<file path="src/rtl/vga_rect_fill.sv">
// Rectangle-fill accelerator: slave register file plus a master that writes one
// packed pixel word per location, in raster order, to the VGA plot slave.
module vga_rect_fill #(
  parameter int SCREEN_W = 160,
  parameter int SCREEN_H = 120
) (
  input  logic        clk,
  input  logic        reset,
  input  logic [3:0]  address,
  input  logic        read,
  output logic [31:0] readdata,
  input  logic        write,
  input  logic [31:0] writedata,
  output logic [3:0]  m_address,
  output logic        m_write,
  output logic [31:0] m_writedata,
  input  logic        m_waitrequest,
  output logic        irq
);

  typedef enum logic [2:0] {IDLE, CHECK, WRITE, NEXT, DONE} state_t;

  localparam logic [8:0] XLIM = 9'(SCREEN_W);
  localparam logic [8:0] YLIM = 9'(SCREEN_H);

  state_t      state_q;
  logic [31:0] rect_q;
  logic [7:0]  colour_q;
  logic [7:0]  x0_q, y0_q, x1_q, y1_q, wcol_q;
  logic [7:0]  cx_q, cy_q;
  logic [14:0] count_q;
  logic        done_q, err_q, irq_en_q;
  logic        busy_d, start_d, bad_d;

  assign busy_d    = (state_q != IDLE);
  assign start_d   = write && (address == 4'd0) && writedata[0];
  assign bad_d     = (x0_q > x1_q) || (y0_q > y1_q) ||
                     ({1'b0, x1_q} >= XLIM) || ({1'b0, y1_q} >= YLIM);
  assign m_address = 4'd0;
  assign irq       = done_q & irq_en_q;

  always_ff @(posedge clk or posedge reset) begin
    if (reset) begin
      state_q     <= IDLE;
      rect_q      <= '0;
      colour_q    <= '0;
      x0_q        <= '0;
      y0_q        <= '0;
      x1_q        <= '0;
      y1_q        <= '0;
      wcol_q      <= '0;
      cx_q        <= '0;
      cy_q        <= '0;
      count_q     <= '0;
      done_q      <= 1'b0;
      err_q       <= 1'b0;
      irq_en_q    <= 1'b0;
      readdata    <= '0;
      m_write     <= 1'b0;
      m_writedata <= '0;
    end else begin
      // Read data is captured from the state present at the read edge.
      readdata <= '0;
      if (read) begin
        case (address)
          4'd0:    readdata <= {28'd0, irq_en_q, err_q, done_q, busy_d};
          4'd1:    readdata <= rect_q;
          4'd2:    readdata <= {24'd0, colour_q};
          4'd3:    readdata <= {17'd0, count_q};
          default: readdata <= '0;
        endcase
      end

      if (write && (address == 4'd0)) begin
        irq_en_q <= writedata[2];
        if (writedata[1]) begin
          done_q <= 1'b0;
          err_q  <= 1'b0;
        end
      end
      if (write && (address == 4'd1) && !busy_d) rect_q   <= writedata;
      if (write && (address == 4'd2) && !busy_d) colour_q <= writedata[7:0];

      case (state_q)
        IDLE: begin
          if (start_d) begin
            x0_q    <= rect_q[7:0];
            y0_q    <= rect_q[15:8];
            x1_q    <= rect_q[23:16];
            y1_q    <= rect_q[31:24];
            wcol_q  <= colour_q;
            cx_q    <= rect_q[7:0];
            cy_q    <= rect_q[15:8];
            count_q <= '0;
            done_q  <= 1'b0;
            err_q   <= 1'b0;
            state_q <= CHECK;
          end
        end
        CHECK: begin
          if (bad_d) begin
            err_q   <= 1'b1;
            state_q <= DONE;
          end else begin
            m_write     <= 1'b1;
            m_writedata <= {cy_q, cx_q, 8'h00, wcol_q};
            state_q     <= WRITE;
          end
        end
        WRITE: begin
          if (!m_waitrequest) begin
            m_write <= 1'b0;
            count_q <= count_q + 15'd1;
            state_q <= NEXT;
          end
        end
        NEXT: begin
          // The next pixel word is formed here so it is registered on entry to WRITE.
          if (cx_q != x1_q) begin
            cx_q        <= cx_q + 8'd1;
            m_writedata <= {cy_q, cx_q + 8'd1, 8'h00, wcol_q};
            m_write     <= 1'b1;
            state_q     <= WRITE;
          end else if (cy_q != y1_q) begin
            cx_q        <= x0_q;
            cy_q        <= cy_q + 8'd1;
            m_writedata <= {cy_q + 8'd1, x0_q, 8'h00, wcol_q};
            m_write     <= 1'b1;
            state_q     <= WRITE;
          end else begin
            state_q <= DONE;
          end
        end
        DONE: begin
          done_q  <= 1'b1;
          state_q <= IDLE;
        end
        default: state_q <= IDLE;
      endcase
    end
  end

endmodule

</file>
<file path="config.mk">
export PLATFORM = sky130hd
export DESIGN_NAME = vga_rect_fill
export DESIGN_NICKNAME = d
export VERILOG_FILES = /design/src/rtl/vga_rect_fill.sv
export SDC_FILE = /design/constraint.sdc
export NUM_CORES = 1
export LEC_CHECK = 0
export CORE_ASPECT_RATIO = 0.5
export CORE_MARGIN = 5
export CORE_UTILIZATION = 45
export CTS_CLUSTER_SIZE = 16
export DETAILED_ROUTE_END_ITERATION = 6
export HOLD_SLACK_MARGIN = 0.1
export PLACE_DENSITY = 0.67
export SETUP_SLACK_MARGIN = 0.2
export SYNTH_ARGS = -nofsm -noshare
export SYNTH_HDL_FRONTEND = slang
export SYNTH_SLANG_ARGS = --single-unit
export TNS_END_PERCENT = 10
</file>
<file path="constraint.sdc">
create_clock -name clk -period 8.4 [get_ports clk]
set_clock_uncertainty 0.1 [all_clocks]
set_input_delay 1.26 -clock clk [delete_from_list [all_inputs] [get_ports clk]]
set_output_delay 1.26 -clock clk [all_outputs]
set_load 0.02 [all_outputs]
</file>
==> results of run 1 <==
cells by family (layout without fill, tap and decap cells):
| family | Yosys count | after routing | share of synthesized area |
|---|---|---|---|
| AOI/OAI and AO/OA | 130 | 130 | 0.0981 |
| xor gates and xnor gates | 38 | 38 | 0.0405 |
| adders and majority gates | 19 | 19 | 0.0289 |
| and+or+nand+nor | 261 | 261 | 0.148 |
| buffers and inverters | 78 | 160 | 0.0440 |
| DFF | 174 | 174 | 0.529 |
| other | 1 | 12 | 0.000456 |
| muxes | 82 | 82 | 0.111 |
worst paths after layout:
| check | from | end | slack (ns) | cells after the start |
|---|---|---|---|---|
| max | write | count_q[14] | 4.75 | 8 |
| min | wcol_q[6] | wcol_q[6] | 0.38 | 2 |
| max reg2reg | x0_q[1] | m_writedata[17] | 5.03 | 8 |
| min reg2reg | wcol_q[6] | wcol_q[6] | 0.38 | 2 |
| max in group asynchronous | reset | x0_q[7] | 5.41 | 3 |
| min in group asynchronous | reset | count_q[4] | 1.30 | 2 |
per-layer routing:
layer,part of all wire,global-route usage,vias up
met2,0.46,0.306,179
met1,0.48,0.289,3084
met3,0.051,0.0288,20
met4,0.011,0.0526,0
li1,-,-,2852
met5,0,0,-
cells in the mapped netlist, types with 3 or more instances:
cell / instances
o21ai_0: 43
or3_1: 5
nand3_1: 23
nand4_1: 12
a22oi_1: 19
nand2_1: 131
inv_1: 23
nor2_1: 37
clkbuf_1: 31
dfrtp_1: 174
nor4_1: 3
a21oi_1: 37
nor3_1: 9
a2bb2oi_1: 3
buf_4: 12
mux2_2: 72
xor2_1: 21
and3_1: 25
o211ai_1: 5
xnor2_1: 17
o22ai_1: 5
mux2i_1: 10
ha_1: 19
buf_1: 3
buf_2: 7
cells in the final DEF, fill, tap and decap left out, types with 3 or more instances in the layout:
cell type          n
nand2_1          131
nor3_1             9
clkdlybuf4s50_1   98
ha_1              19
conb_1            12
mux2_2            72
mux2i_1           10
xor2_1            21
nor4_1             3
nand3_1           23
dfrtp_1          174
and3_1            25
inv_1             22
o21ai_0           43
o22ai_1            5
o211ai_1           5
nor2_1            36
a2bb2oi_1          3
buf_4              7
or3_1              5
a21oi_1           37
clkbuf_16         17
inv_8              5
clkinv_8           4
xnor2_1           17
a22oi_1           19
clkinv_4           3
nand4_1           12
sequential cells by signal, summed over array words and instances (netlist names), 3 cells and up:
name / flops
count_q: 15
x1_q: 8
cx_q: 8
state_q: 3
m_writedata: 24
rect_q: 32
y0_q: 8
colour_q: 8
readdata: 32
x0_q: 8
cy_q: 8
y1_q: 8
wcol_q: 8
power by group:
| part | switching [mW] | internal (mW) |
|---|---|---|
| combinational | 0.298 | 0.301 |
| clock | 0.387 | 0.401 |
| sequential | 0.217 | 1.02 |
| total | 0.902 | 1.72 |
final cells by class:
| cell class | count | area (µm²) | area share |
|---|---|---|---|
| flip-flops and latches | 174 | 4350 | 0.439 |
| inverters | 23 | 91.3 | 0.00921 |
| well taps | 234 | 293 | 0.0295 |
| clock inverters | 15 | 171 | 0.0173 |
| clock buffers | 17 | 425 | 0.0429 |
| multi-input cells | 542 | 3550 | 0.358 |
| repair buffers | 105 | 1030 | 0.104 |
per-stage QoR:
stage	hold WS, ns	cells
floorplan	0.340	794
global placement	0.356	1078
detailed placement	0.365	1078
CTS	0.384	1110
global route	0.410	1110
finish	0.382	1110
critical path, stage by stage:
cell             delay, ns
clkdlybuf4s50_1       0.58
nand4bb_1             0.20
nor4_4                0.23
buf_4                 0.60
o211ai_1              0.39
nor3_1                0.34
xnor2_1               0.15
nor2_1                0.05
==> metrics.cfg, run 1 <==
[floorplanning]
num_io_pins=111
die_area_mm2=0.0212
start_util=0.466
core_region_area_mm2=0.0177
fp.dieH_um=106
rows=34
fp.dieW_um=201

[sta]
fin_ws_ns=4.75
setup_violations=0
fmax_mhz=274
worst_pin_slew_ns=1.26
rsz0062_at_grt=no
finalHoldViolCount=0
layout_min_cycle_time_ns=3.65
setup_tns_ns=0
maxSlewViolCount=0
timing.final.crit_share=0.435
maxSlewHeadroom=0.161

[worst_setup_path]
cp-end-kind=flop
crit_type=primary input to flop
cp-start-kind=primary input
crit_fanout=72
required_ns=8.59
arrival_ns=3.84

[cells_and_area]
areaGrowthSynthToFinish_pct=20.6
post-route-util=0.562
fill_cells=1547
finalInstanceArea_mm2=0.00992
drive_gt1_frac=0.139
diodes=0
num-nets-final=923

[grt]
grt-ovfl-total=0
antenna_found_initial=0
grt.total_usage=0.196
grt_pass1_wl_um=33700
grt_pass1_vias=6184
grt_max_degree=104

[yosys]
ys_seq_elements=174
synth_cell_type_count=56
synth_top_area_frac=0.529
async_flop_share=1.00
synth_area_mm2=0.00823
synth_edf_count=0
synth.avg_cell_area_um2=10.5
synthFlopType=dfrtp_1
synth-seq-area-share=0.529
yosysWarnings=0
yosysTopAreaCell=dfrtp_1
synthCells=783
synthTopCellsByArea=dfrtp_1, mux2_2, nand2_1, ha_1, o21ai_0

[routing]
drtIter0Drc=486
ant_nets=0
drc=0
via_per_inst=5.53
num_vias=6135
first_pass_iters=5
drt_wl_total_um=20600
post_drt_wl_per_cell_um=18.5

[power_and_ir_drop]
p_leak_nw=4.58
power_per_cell_area_mw_per_mm2=264
ir_worst_vdd_mv=0.170
p_total_mw=2.62

[placed_design]
dp_hpwl_um=14300
place.port_buffers=98
gp_congestion=0.843
pre_cts_slack_ns=4.33
placed_area_mm2=0.00933

[clock_network]
cts_tree=yes
cts_setup_buffers=0
cts_hold_buf=0
cts_root_buf=clkbuf_16
numCtsBuffers=17
cts_resized=0
clk_latency_ns=0.43
clk_pin_slew_ns=0.08
htreeDepth=4
clock_path_buffers=2
numClockSinks=174

[run]
cap_violations=0

[outcome]
status=complete, no violations

[min_path]
min_path_type=flop to flop

(Power assumes the default switching activity.)
==> run 2: changes to the inputs <==
- PLACE_DENSITY: 0.67 -> 0.7
- clock period: 8.4 -> 3.1 ns (I/O delays scaled with it)
==> run 2 against run 1 <==
Cell area grew 1.8%; non-clock buffer count grew 16; utilization grew 1.0 points; sequential power grew to 2.7 times the previous value; critical path depth grew 1; count of clock-buffer cells in the layout is the same; power grew to 2.8 times the previous value; worst hold slack lost 0.097 ns; sequential cell count is the same; sequential share of layout area shrank 0.79 points; clock power grew to 2.8 times the previous value; combinational power grew to 2.8 times the previous value; largest cell class unchanged; highest routed layer is now met5.
==> metrics.cfg, run 2 (same netlist as run 1, synthesis figures left out) <==
[floorplanning]
fp.dieH_um=106
die_area_mm2=0.0212
core_region_area_mm2=0.0177
fp.dieW_um=201
start_util=0.466
rows=34
num_io_pins=111

[clock_network]
clk_latency_ns=0.43
cts_hold_buf=0
cts_resized=0
numCtsBuffers=17
numClockSinks=174
clock_path_buffers=2
htreeDepth=4
cts_root_buf=clkbuf_16
cts_tree=yes
clk_pin_slew_ns=0.08
cts_setup_buffers=0

[routing]
via_per_inst=5.65
post_drt_wl_per_cell_um=18.8
num_vias=6362
drt_wl_total_um=21100
ant_nets=0
first_pass_iters=5
drc=0
drtIter0Drc=575

[min_path]
min_path_type=primary input to asynchronous set/reset pin

[worst_setup_path]
crit_slowest_cell=or4b_4
crit_fanout=10
cp-end-kind=flop
reg2reg_depth=9
timing.rr.end=m_writedata[6]
cpPeakStageDelay_ns=0.50
cpMostUsedCell=o21ai_0
reg2reg_slack_ns=0.35
arrival_ns=2.97
required_ns=3.32
reg2reg_from=x1_q[7]
worstPathCellList=inv_1 -> ha_1 -> a21oi_1 -> o21ai_0 -> o21ai_0 -> or4b_4 -> o41ai_4 -> buf_4 -> mux2_2
cp-start-kind=flop
crit_type=flop to flop

[sta]
setup_violations=0
fmax_mhz=363
maxSlewViolCount=0
worst_pin_slew_ns=0.629
rsz0062_at_grt=no
maxSlewHeadroom=0.581
setup_tns_ns=0
timing.final.crit_share=0.889
finalHoldViolCount=0
layout_min_cycle_time_ns=2.75

[cells_and_area]
mostFrequentLayoutCells=dfrtp_1, nand2_1, clkdlybuf4s50_1
diodes=0
areaGrowthSynthToFinish_pct=22.8
final_common_cell=dfrtp_1
num-nets-final=939
reg.largest.list=readdata: 32 flops, rect_q: 32 flops, m_writedata: 24 flops
drive_gt1_frac=0.155
finalInstanceArea_mm2=0.0101

[outcome]
status=complete, no violations

[grt]
met3_usage=0.0350
grt_pass1_wl_um=34700
antenna_found_initial=1
grtUsageMet2=0.318
grt_pass1_vias=6426
grtUsageMet1=0.295
grt-ovfl-total=0
grt.total_usage=0.203
top_usage_layer=met2
grt_max_degree=72

[placed_design]
placed_area_mm2=0.00948
gp_congestion=0.882
place.port_buffers=98
dp_hpwl_um=15100

[power_and_ir_drop]
power_per_cell_area_mw_per_mm2=716
p_leak_nw=4.69
ir_worst_vdd_mv=0.464

[run]
cap_violations=0

==> run 2: cell types whose count changed in the layout (fill, tap and decap cells not counted), sizes merged <==
cell,before,now
bufinv,0,1
buf,7,23
clkinvlp,2,1
clkinv,7,6
inv,29,30
==> run 2: how the worst max path moves through the flow <==
stage | from | endpoint | slack [ns] | depth (start not counted)
detailed placement | x0_q[3] | m_writedata[20] | 0.36 | 8
global placement | x0_q[1] | m_writedata[31] | 0.41 | 8
global route | x1_q[7] | m_writedata[7] | 0.21 | 8
finish | x1_q[7] | m_writedata[6] | 0.35 | 9
CTS | x1_q[7] | m_writedata[20] | 0.31 | 8
floorplan | reset | colour_q[0] | 0.31 | 1
==> run 2: stage by stage <==
step / total power, mW / cells / hold WS [ns] / utilization / setup slack (ns)
2_1_floorplan: 4.37 / 794 / 0.340 / - / 0.310
3_3_place_gp: 4.96 / 1094 / 0.363 / 0.537 / 0.406
3_5_place_dp: 5.02 / 1094 / 0.360 / 0.537 / 0.363
4_1_cts: 7.26 / 1126 / 0.285 / 0.572 / 0.310
5_1_grt: 7.62 / 1126 / 0.309 / 0.572 / 0.210
6_report: 7.24 / 1126 / 0.285 / 0.572 / 0.346
==> run 2: critical path, delay by kind of cell (launching register included) <==
family                     cells  cell delay, ns
adders and majority gates      1            0.32
and+or+nand+nor                1            0.50
muxes                          1            0.36
buffers and inverters          2            0.37
DFF                            1            0.40
AOI/OAI and AO/OA              4            0.58
==> run 2: area by class of cell <==
class / count / area, µm²
clock inverters: 15 / 193
well taps: 234 / 293
clock buffers: 17 / 425
repair buffers: 121 / 1190
inverters: 23 / 90.1
multi-input cells: 542 / 3550
fillers: 1489 / 7550
flip-flops and latches: 174 / 4350
==> run 2: where the power goes <==
part / internal (mW) / leakage (nW) / switching (mW)
Clock: 1.17 / 0.302 / 1.05
Sequential: 2.76 / 2.28 / 0.597
Combinational: 0.836 / 2.11 / 0.828
==> run 2: metal layers <==
| metal | routed length, µm | vias to the layer above |
|---|---|---|
| met4 | 272 | 2 |
| met5 | 13 | - |
| li1 | - | 2885 |
| met1 | 9700 | 3249 |
| met2 | 9890 | 197 |
| met3 | 1240 | 29 |
